==> src/rtl/cpu_pkg.sv <==
// Shared encodings for the multi-cycle MIPS control path: opcodes, sequencer
// states and the datapath select codes used by the control unit and datapath.
package cpu_pkg;

   localparam logic [2:0] OP_ADD  = 3'b000;
   localparam logic [2:0] OP_SLI  = 3'b001;
   localparam logic [2:0] OP_J    = 3'b010;
   localparam logic [2:0] OP_JAL  = 3'b011;
   localparam logic [2:0] OP_LW   = 3'b100;
   localparam logic [2:0] OP_SW   = 3'b101;
   localparam logic [2:0] OP_BEQ  = 3'b110;
   localparam logic [2:0] OP_ADDI = 3'b111;

   typedef enum logic [3:0] {
      S_FETCH, S_DECODE, S_EXEC_R, S_EXEC_I, S_MEM_ADDR, S_MEM_RD, S_MEM_WR,
      S_WB_ALU, S_WB_MEM, S_BRANCH, S_JUMP, S_JAL, S_FAULT
   } state_t;

   localparam logic [1:0] PC_SRC_INC    = 2'b00;
   localparam logic [1:0] PC_SRC_BRANCH = 2'b01;
   localparam logic [1:0] PC_SRC_JUMP   = 2'b10;

   localparam logic [1:0] DEST_RT = 2'b00;
   localparam logic [1:0] DEST_RD = 2'b01;
   localparam logic [1:0] DEST_R7 = 2'b10;

   localparam logic [1:0] M2R_ALU = 2'b00;
   localparam logic [1:0] M2R_MEM = 2'b01;
   localparam logic [1:0] M2R_PC1 = 2'b10;

   localparam logic [1:0] ALU_ADD  = 2'b00;
   localparam logic [1:0] ALU_SUB  = 2'b01;
   localparam logic [1:0] ALU_SHL  = 2'b10;
   localparam logic [1:0] ALU_ADDI = 2'b11;

endpackage

==> src/rtl/cpu_multicycle_sequencer_if.sv <==
// Control bundle between the multi-cycle sequencer (master) and the
// datapath/memory side (slave).
interface cpu_multicycle_sequencer_if #(parameter int CNT_W = 16);

   logic [2:0]       cpu_opcode;
   logic             alu_zero;
   logic             imem_ready;
   logic             dmem_ready;
   logic             imem_rd;
   logic             dmem_rd;
   logic             dmem_wr;
   logic             ir_wr;
   logic             pc_wr;
   logic [1:0]       pc_src;
   logic             reg_wr;
   logic [1:0]       dest_reg;
   logic [1:0]       mem_to_reg;
   logic             alu_src;
   logic [1:0]       alu_opcode;
   logic             sign_or_zero;
   logic             instr_done;
   logic [CNT_W-1:0] instr_count;
   logic             fault;

   modport master (
      input  cpu_opcode, alu_zero, imem_ready, dmem_ready,
      output imem_rd, dmem_rd, dmem_wr, ir_wr, pc_wr, pc_src, reg_wr, dest_reg,
             mem_to_reg, alu_src, alu_opcode, sign_or_zero, instr_done,
             instr_count, fault
   );

   modport slave (
      output cpu_opcode, alu_zero, imem_ready, dmem_ready,
      input  imem_rd, dmem_rd, dmem_wr, ir_wr, pc_wr, pc_src, reg_wr, dest_reg,
             mem_to_reg, alu_src, alu_opcode, sign_or_zero, instr_done,
             instr_count, fault
   );

endinterface

==> src/rtl/cpu_mem_wait_timer.sv <==
// Counts cycles a memory request waits for ready; expired flags the cycle the
// count sits at MEM_TIMEOUT with ready still low (a ready on that cycle wins).
module cpu_mem_wait_timer #(
   parameter int MEM_TIMEOUT = 15
) (
   input  logic clk,
   input  logic rst,
   input  logic clear,
   input  logic ready,
   output logic expired
);

   localparam logic [7:0] LIMIT = 8'(MEM_TIMEOUT);

   logic [7:0] cnt_q;

   // NOTE: sequential state uses nonblocking assignments so every flop samples pre-edge values.
   always_ff @(posedge clk) begin
      if (rst || clear) begin
         cnt_q <= '0;
      end else if (!ready && cnt_q != LIMIT) begin
         cnt_q <= cnt_q + 8'd1;
      end
   end

   assign expired = !ready && (cnt_q == LIMIT);

endmodule

==> src/rtl/cpu_multicycle_sequencer.sv <==
// Multi-cycle control sequencer: steps each instruction through fetch, decode,
// execute, memory and write-back, with a memory-wait timeout that faults the core.
module cpu_multicycle_sequencer
   import cpu_pkg::*;
#(
   parameter int MEM_TIMEOUT = 15,
   parameter int CNT_W       = 16
) (
   input  logic                       clk,
   input  logic                       rst,
   cpu_multicycle_sequencer_if.master bus
);

   state_t           state_q, state_d;
   logic [2:0]       op_q;
   logic [CNT_W-1:0] count_q;
   logic             wait_state;
   logic             wait_ready;
   logic             expired;

   assign wait_state = (state_q == S_FETCH) || (state_q == S_MEM_RD) || (state_q == S_MEM_WR);
   assign wait_ready = (state_q == S_FETCH) ? bus.imem_ready :
                       wait_state           ? bus.dmem_ready : 1'b0;

   // A ready in a wait state always leaves it, so clearing on ready restarts the count for the next wait.
   cpu_mem_wait_timer #(.MEM_TIMEOUT(MEM_TIMEOUT)) u_timer (
      .clk     (clk),
      .rst     (rst),
      .clear   (!wait_state || wait_ready),
      .ready   (wait_ready),
      .expired (expired)
   );

   // NOTE: every variable gets a default before the case, so no path can infer a latch.
   always_comb begin
      state_d = state_q;
      case (state_q)
         S_FETCH:    if (bus.imem_ready) state_d = S_DECODE;
                     else if (expired)   state_d = S_FAULT;
         S_DECODE: begin
            case (bus.cpu_opcode)
               OP_ADD:          state_d = S_EXEC_R;
               OP_SLI, OP_ADDI: state_d = S_EXEC_I;
               OP_LW, OP_SW:    state_d = S_MEM_ADDR;
               OP_BEQ:          state_d = S_BRANCH;
               OP_J:            state_d = S_JUMP;
               default:         state_d = S_JAL;
            endcase
         end
         S_EXEC_R, S_EXEC_I: state_d = S_WB_ALU;
         S_MEM_ADDR: state_d = (op_q == OP_LW) ? S_MEM_RD : S_MEM_WR;
         S_MEM_RD:   if (bus.dmem_ready) state_d = S_WB_MEM;
                     else if (expired)   state_d = S_FAULT;
         S_MEM_WR:   if (bus.dmem_ready) state_d = S_FETCH;
                     else if (expired)   state_d = S_FAULT;
         S_WB_ALU, S_WB_MEM, S_BRANCH, S_JUMP, S_JAL: state_d = S_FETCH;
         S_FAULT:    state_d = S_FAULT;
         default:    state_d = S_FETCH;
      endcase
   end

   // Outputs are held at their idle values while rst is high so imem_rd only rises once reset lifts.
   always_comb begin
      bus.imem_rd      = 1'b0;
      bus.dmem_rd      = 1'b0;
      bus.dmem_wr      = 1'b0;
      bus.ir_wr        = 1'b0;
      bus.pc_wr        = 1'b0;
      bus.pc_src       = PC_SRC_INC;
      bus.reg_wr       = 1'b0;
      bus.dest_reg     = DEST_RT;
      bus.mem_to_reg   = M2R_ALU;
      bus.alu_src      = 1'b0;
      bus.alu_opcode   = ALU_ADD;
      bus.sign_or_zero = 1'b1;
      bus.instr_done   = 1'b0;
      bus.fault        = 1'b0;
      if (!rst) begin
         case (state_q)
            S_FETCH: begin
               bus.imem_rd = 1'b1;
               bus.ir_wr   = bus.imem_ready;
               bus.pc_wr   = bus.imem_ready;
            end
            S_EXEC_I: begin
               bus.alu_src = 1'b1;
               if (op_q == OP_SLI) begin
                  bus.alu_opcode   = ALU_SHL;
                  bus.sign_or_zero = 1'b0;
               end else begin
                  bus.alu_opcode   = ALU_ADDI;
               end
            end
            S_WB_ALU: begin
               bus.reg_wr     = 1'b1;
               bus.dest_reg   = (op_q == OP_ADD) ? DEST_RD : DEST_RT;
               bus.instr_done = 1'b1;
            end
            S_MEM_ADDR: begin
               bus.alu_src    = 1'b1;
               bus.alu_opcode = ALU_ADDI;
            end
            S_MEM_RD: bus.dmem_rd = 1'b1;
            S_WB_MEM: begin
               bus.reg_wr     = 1'b1;
               bus.mem_to_reg = M2R_MEM;
               bus.instr_done = 1'b1;
            end
            S_MEM_WR: begin
               bus.dmem_wr    = 1'b1;
               bus.instr_done = bus.dmem_ready;
            end
            S_BRANCH: begin
               bus.alu_opcode = ALU_SUB;
               bus.pc_wr      = bus.alu_zero;
               bus.pc_src     = PC_SRC_BRANCH;
               bus.instr_done = 1'b1;
            end
            S_JUMP: begin
               bus.pc_wr      = 1'b1;
               bus.pc_src     = PC_SRC_JUMP;
               bus.instr_done = 1'b1;
            end
            S_JAL: begin
               bus.reg_wr     = 1'b1;
               bus.dest_reg   = DEST_R7;
               bus.mem_to_reg = M2R_PC1;
               bus.pc_wr      = 1'b1;
               bus.pc_src     = PC_SRC_JUMP;
               bus.instr_done = 1'b1;
            end
            S_FAULT: bus.fault = 1'b1;
            default: ;
         endcase
      end
   end

   always_ff @(posedge clk) begin
      if (rst) begin
         state_q <= S_FETCH;
         op_q    <= OP_ADD;
         count_q <= '0;
      end else begin
         state_q <= state_d;
         if (state_q == S_DECODE) op_q <= bus.cpu_opcode;
         if (bus.instr_done) count_q <= count_q + 1'b1;
      end
   end

   assign bus.instr_count = count_q;

endmodule

==> src/flat_wrapper.sv <==
// flat-port wrapper written by rule: the top's interface ports become plain ports
module cpu_multicycle_sequencer_flat import cpu_pkg::*;
#(
   parameter int MEM_TIMEOUT = 15,
   parameter int CNT_W       = 16
)
  (clk, rst, bus_cpu_opcode, bus_alu_zero, bus_imem_ready, bus_dmem_ready, bus_imem_rd, bus_dmem_rd, bus_dmem_wr, bus_ir_wr, bus_pc_wr, bus_pc_src, bus_reg_wr, bus_dest_reg, bus_mem_to_reg, bus_alu_src, bus_alu_opcode, bus_sign_or_zero, bus_instr_done, bus_instr_count, bus_fault);
  cpu_multicycle_sequencer_if #(.CNT_W(CNT_W)) bus_i ();
  input  logic clk;
  input  logic rst;
  input wire logic [$bits(bus_i.cpu_opcode)-1:0] bus_cpu_opcode;
  input wire logic [$bits(bus_i.alu_zero)-1:0] bus_alu_zero;
  input wire logic [$bits(bus_i.imem_ready)-1:0] bus_imem_ready;
  input wire logic [$bits(bus_i.dmem_ready)-1:0] bus_dmem_ready;
  output wire logic [$bits(bus_i.imem_rd)-1:0] bus_imem_rd;
  output wire logic [$bits(bus_i.dmem_rd)-1:0] bus_dmem_rd;
  output wire logic [$bits(bus_i.dmem_wr)-1:0] bus_dmem_wr;
  output wire logic [$bits(bus_i.ir_wr)-1:0] bus_ir_wr;
  output wire logic [$bits(bus_i.pc_wr)-1:0] bus_pc_wr;
  output wire logic [$bits(bus_i.pc_src)-1:0] bus_pc_src;
  output wire logic [$bits(bus_i.reg_wr)-1:0] bus_reg_wr;
  output wire logic [$bits(bus_i.dest_reg)-1:0] bus_dest_reg;
  output wire logic [$bits(bus_i.mem_to_reg)-1:0] bus_mem_to_reg;
  output wire logic [$bits(bus_i.alu_src)-1:0] bus_alu_src;
  output wire logic [$bits(bus_i.alu_opcode)-1:0] bus_alu_opcode;
  output wire logic [$bits(bus_i.sign_or_zero)-1:0] bus_sign_or_zero;
  output wire logic [$bits(bus_i.instr_done)-1:0] bus_instr_done;
  output wire logic [$bits(bus_i.instr_count)-1:0] bus_instr_count;
  output wire logic [$bits(bus_i.fault)-1:0] bus_fault;
  assign bus_i.cpu_opcode = bus_cpu_opcode;
  assign bus_i.alu_zero = bus_alu_zero;
  assign bus_i.imem_ready = bus_imem_ready;
  assign bus_i.dmem_ready = bus_dmem_ready;
  assign bus_imem_rd = bus_i.imem_rd;
  assign bus_dmem_rd = bus_i.dmem_rd;
  assign bus_dmem_wr = bus_i.dmem_wr;
  assign bus_ir_wr = bus_i.ir_wr;
  assign bus_pc_wr = bus_i.pc_wr;
  assign bus_pc_src = bus_i.pc_src;
  assign bus_reg_wr = bus_i.reg_wr;
  assign bus_dest_reg = bus_i.dest_reg;
  assign bus_mem_to_reg = bus_i.mem_to_reg;
  assign bus_alu_src = bus_i.alu_src;
  assign bus_alu_opcode = bus_i.alu_opcode;
  assign bus_sign_or_zero = bus_i.sign_or_zero;
  assign bus_instr_done = bus_i.instr_done;
  assign bus_instr_count = bus_i.instr_count;
  assign bus_fault = bus_i.fault;
  cpu_multicycle_sequencer #(.MEM_TIMEOUT(MEM_TIMEOUT), .CNT_W(CNT_W)) u_core (.clk(clk), .rst(rst), .bus(bus_i));
endmodule
==> config.mk <==
export PLATFORM = sky130hd
export DESIGN_NAME = cpu_multicycle_sequencer_flat
export DESIGN_NICKNAME = d
export VERILOG_FILES = /design/src/rtl/cpu_pkg.sv /design/src/rtl/cpu_multicycle_sequencer_if.sv /design/src/rtl/cpu_mem_wait_timer.sv /design/src/rtl/cpu_multicycle_sequencer.sv /design/src/flat_wrapper.sv
export SDC_FILE = /design/constraint.sdc
export NUM_CORES = 1
export LEC_CHECK = 0
export BUFFER_PORTS_ARGS = -buffer_cell sky130_fd_sc_hd__buf_2
export CORE_UTILIZATION = 50
export CTS_BUF_LIST = sky130_fd_sc_hd__clkbuf_4
export CTS_CLUSTER_SIZE = 8
export DETAILED_ROUTE_END_ITERATION = 10
export PLACE_DENSITY_LB_ADDON = 0.2
export RECOVER_POWER = 25
export REMOVE_ABC_BUFFERS = 1
export SLEW_MARGIN = 15
export SYNTH_ARGS = -nofsm -noshare
export SYNTH_HDL_FRONTEND = slang
export SYNTH_HIERARCHICAL = 1
export SYNTH_SLANG_ARGS = --single-unit
==> constraint.sdc <==
create_clock -name clk -period 2.2 [get_ports clk]
set_clock_uncertainty 0.2 [all_clocks]
set_input_delay 0.11 -clock clk [delete_from_list [all_inputs] [get_ports clk]]
set_output_delay 0.11 -clock clk [all_outputs]
set_load 0.1 [all_outputs]
== Word-level counts from Yosys, hierarchy flattened ==
Cells that the tools add are included.
Word-level totals
  register bits after elaboration: 31
Cells by class
  add/sub/neg operators: 2
  eq/ne operators: 22
  multiplexer cells: 40
  reduce and logical (&&, ||, !) cells: 18
Operators by type and width (count)
  $pmux 4 s7: 1
  $mux 1: 23
  $eq 4x4->1 const B: 5
  $pmux 4 s5: 1
  $add 16x1->16 const B: 1
  $eq 4x3->1 const B: 4
  $mux 4: 4
  $eq 3x3->1 const B: 5
  $pmux 2 s2: 3
  $mux 2: 5
  $reduce_or 2->1: 5
  $add 8x1->8 const B: 1
  $eq 4x2->1 const B: 2
  $eq 8x4->1 const B: 1
  $ne 8x4->1 const B: 1
  $eq 3x1->1 const B: 2
  $logic_not 3->1: 2
  $pmux 2 s3: 1
  $reduce_or 5->1: 1
  $eq 4x1->1 const B: 1
  $logic_not 4->1: 1
  $logic_or 1x1->1: 4
  $eq 3x2->1 const B: 1
  $pmux 1 s3: 1
  4 further kinds: 6

== Depth between registers and ports, before layout ==
Gate-level depths: netlist of the first run.
  word-level depth: 10
  mapped depth: 11
  mapped depth without buffers: 10

== Modules after synthesis ==
Netlist of the first run, hierarchy kept.
Modules (own cells, without submodules)
  cpu_multicycle_sequencer: instances 1, cells an instance 190, area each 1476.4 µm², sequential area each 460.4 µm²
  cpu_mem_wait_timer: instances 1, cells an instance 46, area each 394.1 µm², sequential area each 160.2 µm²

== Worst setup path before layout of the first run ==
OpenSTA, ideal clock, no wires.
  path kind: register to output
  from: reg u_core.state_q[1]
  to: out bus_dmem_wr
  arrival: 3640 ps
  required time: 1890 ps
  setup slack: -1750 ps
  cell stages (with the launch flop): 4
  buffers on the path: 1
  cells stage by stage: dfxtp_1 buf_2 inv_1 nor4_1
Between the ends
  longest elaborated chain between the ends: 3
Ends and longest elaborated chain
  start, declared: RTL line cpu_multicycle_sequencer.sv:14  | state_t state_q, state_d;
  start signal, assigned: RTL line cpu_multicycle_sequencer.sv:144  | state_q <= state_d;
  $eq 4x3->1: RTL line cpu_multicycle_sequencer.sv:79  | case (state_q)
  $mux 1: RTL line cpu_multicycle_sequencer.sv:79
  $mux 1: RTL line cpu_multicycle_sequencer.sv:78  | if (!rst) begin
  end, declared: RTL line flat_wrapper.sv:17  | output wire logic [$bits(bus_i.dmem_wr)-1:0] bus_dmem_wr;
Every way passes these cells.

== Final worst setup path of the first run ==
  from: reg u_core.state_q[3]
  to: out bus_dest_reg[0]
Between the ends
  longest elaborated chain between the ends: 3
Ends and longest elaborated chain
  $eq 4x4->1 or $eq 4x3->1 (tied branches): RTL line cpu_multicycle_sequencer.sv:79
  $pmux 2 s2 (*): RTL line cpu_multicycle_sequencer.sv:79
  $mux 2 (*): RTL line cpu_multicycle_sequencer.sv:78
  end, declared: RTL line flat_wrapper.sv:22  | output wire logic [$bits(bus_i.dest_reg)-1:0] bus_dest_reg;
Every way passes the cells marked *; elsewhere a longest branch is shown, timed or not.

==> results.yml, run 1 <==
place:
  placed_area_um2: 2380
  post-place-ws_ps: 76.0
  place_hpwl_mm: 3.49
  io_buffers: 41
  gp_congestion: 0.908
clock_network:
  cts_tree: "built"
  cts_sinks: 31
  cts_made_buffers: 5
  worstSkewPairLatency_ps: 330
  clk_pin_slew_ps: 100
  h-tree-depth: 2
  clockRootBuffer: "clkbuf_4"
  clk_path_buf_depth: 2
outcome:
  status: "complete, no violations"
detailed_routing:
  wirelength_mm: 4.98
  viasPerCell: 5.92
  drc: 0
  ant_nets: 0
  detail_route.wl_per_cell_um: 14.5
  drt_first_pass_iters: 4
  drt_iter0_drc: 162
  routed-via-count: 2029
critical_path:
  reg2reg_setup_slack_ps: 160
  critPathSlowestCell: "or4b_4"
  critPathRequiredTime_ps: 1890
  path_class: "flip-flop to primary output"
  critical_path.startpoint_type: "flip-flop"
  slowest_delay_ps: 470
  cp_max_fo: 7
  cp-end-kind: "primary output"
  cp_top_family: "simple AND/OR/NAND/NOR gates"
  path_buf_inv: 2
  path_cells: "buf_6, nand2b_4, nor2_2, or4b_4, nor2_4, buf_12"
  crit_arrival_ps: 1840
global_routing:
  grt_start_max_net_pins: 19
  grt_pass1_wl_mm: 8.08
  grt_pass1_vias: 1773
  overflow: 0
  grt_usage_pct: 25.2
  antenna_found_initial: 0
floorplanning:
  rows: 21
  fp.coreArea_um2: 3470
  die_w_um: 63.2
  ios: 42
  fp.dieArea_um2: 3990
  die_y_um: 63.2
  start_util_pct: 53.9
synth:
  yosysWarnings: 6
  ys_ff_latch: 31
  ys.flop_type: "dfxtp_1"
  ys_seq_area_share_pct: 33.2
  synth-edff-count: 0
  ys_types: 52
  syn_avg_cell_area_um2: 7.93
  synthArstFlopShare_pct: 0
  synth_area_um2: 1870
  syn_inst: 236
sta:
  hold_ws_ps: 65.8
  max_freq_mhz: 465
  worst_slack_ps: 51.5
  period_needed_ps: 2150
  rsz0062_at_grt: "yes"
  fin_crit_sh_pct: 97.7
  fin_setup_tns_ps: 0
  max_slew_margin_pct: 22.7
  hold_viol: 0
  setup_viol: 0
  slew_viol_final: 0
  tightest_slew_ps: 1160
min_path:
  hold_class: "input pin to flip-flop"
final_layout:
  stdcell_area_um2: 2570
  antenna_cells: 0
  drive_above_1_share_pct: 28.6
  final_nets: 307
  syn_to_final_growth_pct: 37.4
power_and_ir_drop:
  pwr_density_cell_nw_per_um2: 966
  ir_worst_vdd_v: 0.000760
  power_leakage_nw: 0.942
  finalPower_mw: 2.48
flow_run:
  max-cap-violations: 0
==> final cells by class <==
class | count | area (µm²)
multi-input cells | 186 | 1220
fillers | 270 | 898
flip-flops and latches | 31 | 631
repair buffers | 68 | 601
well taps | 46 | 57.6
clock buffers | 5 | 37.5
inverters | 5 | 18.8
clock inverters | 2 | 8.76
==> stage by stage <==
step	std cells	util, %
6_report	343	74.1
4_1_cts	343	72.8
2_1_floorplan	222	-
3_3_place_gp	329	68.6
3_5_place_dp	329	68.6
5_1_grt	343	74.1
==> registers in the layout, indices dropped and copies added (netlist names) <==
register                count
u_core/bus.instr_count     16
u_core/state_q              4
u_core/u_timer/cnt_q        8
u_core/op_q                 3
==> routing by layer <==
layer	global-route usage, %	vias up	share of wire (%)
met5	0	-	0
met4	10.2	0	1.8
met3	6.52	11	4.9
met2	38.8	66	46
met1	33.2	945	47
li1	-	1007	-
==> placed cells by master, fill, tap and decap left out, types with 4 or more instances in the layout <==
cell type      netlist  routed
nand2b_1             5       4
nand3_1              7       7
clkbuf_4             0       6
buf_12               0      12
nand4_1              4       4
clkbuf_2             0       6
a21oi_1             23      23
o21ai_0             15      15
inv_1                5       4
buf_4                4      21
nand2_1             22      21
or4_1                9       8
dlygate4sd3_1        0       5
dfxtp_1             31      27
o31ai_1              8       8
or3_1                8       8
a31oi_1              5       5
clkbuf_1             6       8
mux2i_1              6       6
buf_2                2      11
nor2_1              23      19
nor3_1               5       4
==> Yosys cell counts (4+ instances only) <==
cell type | number | area share (%)
buf_4 | 4 | 1.6
dfxtp_1 | 31 | 33
mux2i_1 | 6 | 3.2
o21ai_0 | 15 | 4.0
nand4_1 | 4 | 1.3
a21oi_1 | 23 | 6.2
nand3_1 | 7 | 1.9
or3_1 | 8 | 2.7
o31ai_1 | 8 | 3.2
nor3_1 | 5 | 1.3
or4_1 | 9 | 3.6
nand2b_1 | 5 | 1.7
nand2_1 | 22 | 4.4
clkbuf_1 | 6 | 1.2
a31oi_1 | 5 | 1.7
inv_1 | 5 | 1.0
nor2_1 | 23 | 4.6
==> worst paths after layout <==
| check | start | endpoint | depth (start not counted) |
|---|---|---|---|
| worst min register to register | u_core/bus.instr_count[15] | u_core/bus.instr_count[15] | 2 |
| worst max-delay path | u_core/state_q[3] | bus_dest_reg[0] | 6 |
| worst max register to register | u_core/state_q[3] | u_core/u_timer/cnt_q[6] | 6 |
| worst min-delay path | bus_dmem_ready | u_core/state_q[3] | 5 |
==> worst min-delay path, delay by kind of cell <==
family / cells / cell delay [ps]
AOI/OAI and AO/OA: 2 / 160
buffers and inverters: 1 / 120
and+or+nand+nor: 2 / 170
==> cell families (layout without fill, tap and decap cells) <==
family | Yosys count | after routing | share of synthesized area, %
AO/OA/AOI/OAI | 63 | 63 | 20.7
flip-flops | 31 | 31 | 33.2
adder cells (fa/ha/maj) | 2 | 2 | 1.34
AND/OR/NAND/NOR | 110 | 110 | 33.4
XOR/XNOR | 3 | 3 | 1.40
multiplexers | 8 | 8 | 4.41
buffers and inverters | 19 | 80 | 5.55
==> power by group <==
part | switching (mW) | total, mW | internal (mW)
Clock | 0.201 | 0.315 | 0.113
Combinational | 0.916 | 1.47 | 0.554
Sequential | 0.0714 | 0.697 | 0.626
Total | 1.19 | 2.48 | 1.29
==> repair_timing <==
action,CTS,global route
endpoints found under the hold margin,8,0
setup endpoints to repair,4,16
hold buffers,5,0
resized for setup,11,14
pin swaps,1,1
setup buffers,2,0
gates cloned,0,0
Power figures use the tool's default switching activity.
==> run 2, diff against run 1 <==
CORE_MARGIN = 4   (was not set)
CORE_UTILIZATION = 48   (was 50)
CTS_BUF_LIST = sky130_fd_sc_hd__clkbuf_16   (was sky130_fd_sc_hd__clkbuf_4)
==> results.yml, run 2 (synthesized netlist as in run 1, its figures left out) <==
critical_path:
  reg2reg_setup_slack_ps: 130
  cp_max_fo: 8
  path_class: "flip-flop to primary output"
  critPathRequiredTime_ps: 1890
  critical_path.startpoint_type: "flip-flop"
  slowest_delay_ps: 450
  critPathSlowestCell: "or4b_1"
  cp-end-kind: "primary output"
  crit_arrival_ps: 1840
  path_cells: "buf_4, nand2b_4, nor2_1, or4b_1, nor2_2, buf_12"
power_and_ir_drop:
  ir_worst_vdd_v: 0.000774
  pwr_density_cell_nw_per_um2: 1060
  power_leakage_nw: 0.962
global_routing:
  overflow: 0
  grt_pass1_wl_mm: 8.12
  grt_pass1_vias: 1751
  antenna_found_initial: 0
  grt_usage_pct: 19.9
  grt_start_max_net_pins: 19
sta:
  fin_crit_sh_pct: 97.8
  rsz0062_at_grt: "yes"
  hold_viol: 0
  setup_viol: 0
  max_freq_mhz: 465
  max_slew_margin_pct: 22.8
  period_needed_ps: 2150
  worst_slack_ps: 48.0
  slew_viol_final: 0
  tightest_slew_ps: 1160
final_layout:
  largest_reg_flops: 16
  final_cell_mix: "dfxtp_1 (29), a21oi_1 (23), buf_4 (22), nand2_1 (22), nor2_1 (20)"
  instances_no_fill: 346
  multiInputGateArea_um2: 1160
  ff_latch_area_um2: 626
  antenna_cells: 0
  mostFrequentLayoutCell: "dfxtp_1"
  num-fill-cells: 316
  drive_above_1_share_pct: 24.5
  syn_to_final_growth_pct: 38.7
  final_nets: 307
clock_network:
  clk_pin_slew_ps: 50
  cts_sinks: 31
  cts_made_buffers: 5
  clk_path_buf_depth: 2
  worstSkewPairLatency_ps: 270
  h-tree-depth: 2
  clockRootBuffer: "clkbuf_16"
  cts_tree: "built"
floorplanning:
  fp.dieArea_um2: 4960
  rows: 22
  die_w_um: 70.4
  start_util_pct: 50.3
  ios: 42
  fp.coreArea_um2: 3720
  die_y_um: 70.4
detailed_routing:
  viasPerCell: 5.83
  drt_first_pass_iters: 4
  ant_nets: 0
  wirelength_mm: 5.03
  routed-via-count: 2016
  drt_iter0_drc: 154
  detail_route.wl_per_cell_um: 14.5
  drc: 0
flow_run:
  max-cap-violations: 0
place:
  dpl.cell_count: 329
  place_hpwl_mm: 3.51
  post-place-ws_ps: 77.1
  gp_congestion: 0.924
  io_buffers: 41
min_path:
  hold_class: "input pin to flip-flop"
outcome:
  status: "complete, no violations"
==> run 2: cell types whose count changed in the layout (fill, tap and decap cells not counted), moves of 2 or more <==
cell	previous run	this run
clkbuf_1	8	14
clkbuf_4	6	0
clkbuf_16	0	5
clkbuf_2	6	1
buf_1	2	0
buf_2	11	13
dfxtp_1	27	29
dlygate4sd3_1	5	3
inv_1	4	6
nor2_4	2	0
==> run 2: cell type report <==
cell class	count	share of cell area [%]
clock buffers	5	4.82
clock inverters	3	0.434
flip-flops and latches	31	24.1
repair buffers	68	22.8
well taps	48	2.32
multi-input cells	186	44.8
inverters	5	0.724
==> run 2: per-stage QoR <==
stage	utilization [%]	hold WS, ps	cell area (µm²)	TNS [ps]	total power [mW]
CTS	68.4	8.39	2540	-3.33	2.63
floorplan	-	-20.9	1790	-18060	1.56
global placement	63.7	207	2370	0	1.97
finish	69.8	20.4	2590	0	2.74
detailed placement	63.7	212	2370	0	1.98
global route	69.8	46.0	2590	-20.3	2.87
==> run 2: final timing paths <==
check	start	endpoint	cells after the start
max	u_core/state_q[3]	bus_dest_reg[0]	6
min	rst	u_core/op_q[2]	2
max reg2reg	u_core/state_q[1]	u_core/u_timer/cnt_q[7]	6
min reg2reg	u_core/bus.instr_count[15]	u_core/bus.instr_count[15]	2
==> run 2: routing by layer <==
metal  vias to the layer above  global-route usage, %  wire (µm)
met2                        64                   30.0       2290
met1                       943                   27.2       2330
met3                         6                   5.32        350
met4                         0                   6.60         59
met5                         -                      0          0
li1                       1003                      -          -
==> run 2: what timing repair did <==
action                     4_1_cts  5_1_grt
pin swaps                        0        1
hold endpoints to repair         4        0
gates resized for setup          4        7
setup endpoints to repair        2        8
buffers inserted                 0        6
hold buffers                     3        0
==> run 2: power by group <==
group | switching [mW] | leakage [nW] | internal, mW
Clock | 0.229 | 0.0701 | 0.406
Sequential | 0.0664 | 0.252 | 0.621
Combinational | 0.887 | 0.640 | 0.535
==> run 2: critical path, delay by kind of cell (launching register included) <==
| family | cells | cell delay (ps) |
|---|---|---|
| simple gates | 4 | 840 |
| buf+inv | 2 | 350 |
| flops | 1 | 370 |
==> run 3, diff against run 2 <==
CORE_UTILIZATION = 54   (was 48)
clock period = 2.01 ns   (was 2.2 ns; I/O delays follow)
==> results.yml, run 3 (synthesized netlist as in run 1, its figures left out) <==
outcome:
  status: "finished with violations"
  violations: "negative setup slack"
final_layout:
  final_cell_mix: "buf_4 (38), dfxtp_1 (27), nand2_1 (21)"
  num-fill-cells: 129
  multiInputGateArea_um2: 1290
  syn_to_final_growth_pct: 59.9
  largest_reg_flops: 16
  stdcell_area_um2: 2990
  mostFrequentLayoutCell: "buf_4"
  ff_latch_area_um2: 636
  drive_above_1_share_pct: 40.9
  final_nets: 327
  antenna_cells: 0
  utilization_pct: 89.6
  instances_no_fill: 364
floorplanning:
  fp.coreArea_um2: 3340
  ios: 42
  rows: 21
  die_w_um: 66.9
  start_util_pct: 56.1
  fp.dieArea_um2: 4470
  die_y_um: 66.9
critical_path:
  critical_path.startpoint_type: "flip-flop"
  critPathRequiredTime_ps: 1960
  reg2reg_setup_slack_ps: -100
  cp-end-kind: "flip-flop"
  r2r-start: "u_core/state_q[0]"
  path_class: "flip-flop to flip-flop"
  timing.rr.end: "u_core/state_q[0]"
  r2r_cells: 7
  cp_max_fo: 5
  critPathSlowestCell: "dfxtp_4"
  cp_common_cell: "nor2_2"
  crit_arrival_ps: 2060
  path_cells: "xnor2_2, o22a_1, nor2_2, nand4b_1, nor2_2, o32a_1, a211oi_1"
  slowest_delay_ps: 380
power_and_ir_drop:
  power_leakage_nw: 1.16
  finalPower_mw: 3.67
  ir_worst_vdd_v: 0.00101
  pwr_density_cell_nw_per_um2: 1230
global_routing:
  antenna_found_initial: 0
  overflow: 0
  grt_usage_pct: 26.1
  grt_pass1_wl_mm: 8.94
  grt_pass1_vias: 2023
  grt_start_max_net_pins: 21
detailed_routing:
  detail_route.wl_per_cell_um: 21.1
  drt_first_pass_iters: 5
  viasPerCell: 6.72
  drc: 0
  drt_iter0_drc: 284
  wirelength_mm: 7.69
  ant_nets: 0
  routed-via-count: 2445
place:
  placed_area_um2: 2510
  dpl.cell_count: 338
  gp_congestion: 0.943
  place_hpwl_mm: 3.76
  io_buffers: 41
  post-place-ws_ps: -25.2
clock_network:
  cts_sinks: 31
  worstSkewPairLatency_ps: 270
  clockRootBuffer: "clkbuf_16"
  clk_pin_slew_ps: 50
  h-tree-depth: 2
  cts_made_buffers: 5
  clk_path_buf_depth: 2
  cts_tree: "built"
min_path:
  hold_class: "input pin to flip-flop"
  hold_end: "u_core/op_q[2]"
  hold_depth: 2
  hold_path.startpoint: "rst"
sta:
  period_needed_ps: 2110
  hold_ws_ps: 66.5
  hold_viol: 0
  max_freq_mhz: 474
  fin_crit_sh_pct: 105
  fin_setup_tns_ps: -442
  worst_slack_ps: -101
  tightest_slew_ps: 565
  slew_viol_final: 0
  max_slew_margin_pct: 62.5
  setup_viol: 11
  rsz0062_at_grt: "yes"
flow_run:
  max-cap-violations: 0
-- run 3: cell count changes in the layout (fill, tap and decap cells not counted), sizes merged --
cell | before | now
buf | 50 | 71
clkbuf | 20 | 19
-- run 3: how the worst max path moves through the flow --
stage                     cells after the start                        end         startpoint
after floorplan                               4          bus_alu_opcode[1]  u_core/state_q[0]
after global placement                        6  u_core/bus.instr_count[9]  u_core/state_q[3]
after detailed placement                      6  u_core/bus.instr_count[8]  u_core/state_q[3]
after CTS                                     6            bus_dest_reg[0]  u_core/state_q[2]
after global routing                          7          u_core/state_q[0]  u_core/state_q[0]
final                                         7          u_core/state_q[0]  u_core/state_q[0]
-- run 3: per-layer routing --
layer	share of wire (%)	global-route usage, %	vias up
met1	37	30.5	1138
met5	0	0	-
met4	5.0	8.35	0
li1	-	-	1043
met2	47	46.3	210
met3	11	6.58	54
-- run 3: timing repair --
action	in CTS	in global routing
pin swaps	1	12
buffers inserted	0	14
gates cloned	0	1
hold buffers	3	0
hold endpoints to repair	5	0
endpoints found under the setup margin	22	30
gates resized for setup	18	32
-- run 3: worst max-delay path, delay by kind of cell, from the launching register on --
kind | cells | cell delay, ps
AO/OA/AOI/OAI | 3 | 870
XOR/XNOR | 1 | 160
flip-flops | 1 | 380
AND/OR/NAND/NOR | 3 | 390
-- run 3: where the power goes --
| part | switching (mW) | internal (mW) | leakage, nW |
|---|---|---|---|
| Combinational | 1.24 | 0.922 | 0.835 |
| Clock | 0.247 | 0.444 | 0.0701 |
| Sequential | 0.114 | 0.694 | 0.253 |
| Total | 1.61 | 2.06 | 1.16 |
-- run 3: final cells by class --
class | instances | area share, %
timing repair buffer | 88 | 28.6
sequential | 31 | 21.3
clock buffer | 5 | 4.18
tap | 46 | 1.92
inverter | 5 | 0.628
multi-input combinational | 186 | 43.0
clock inverter | 3 | 0.377
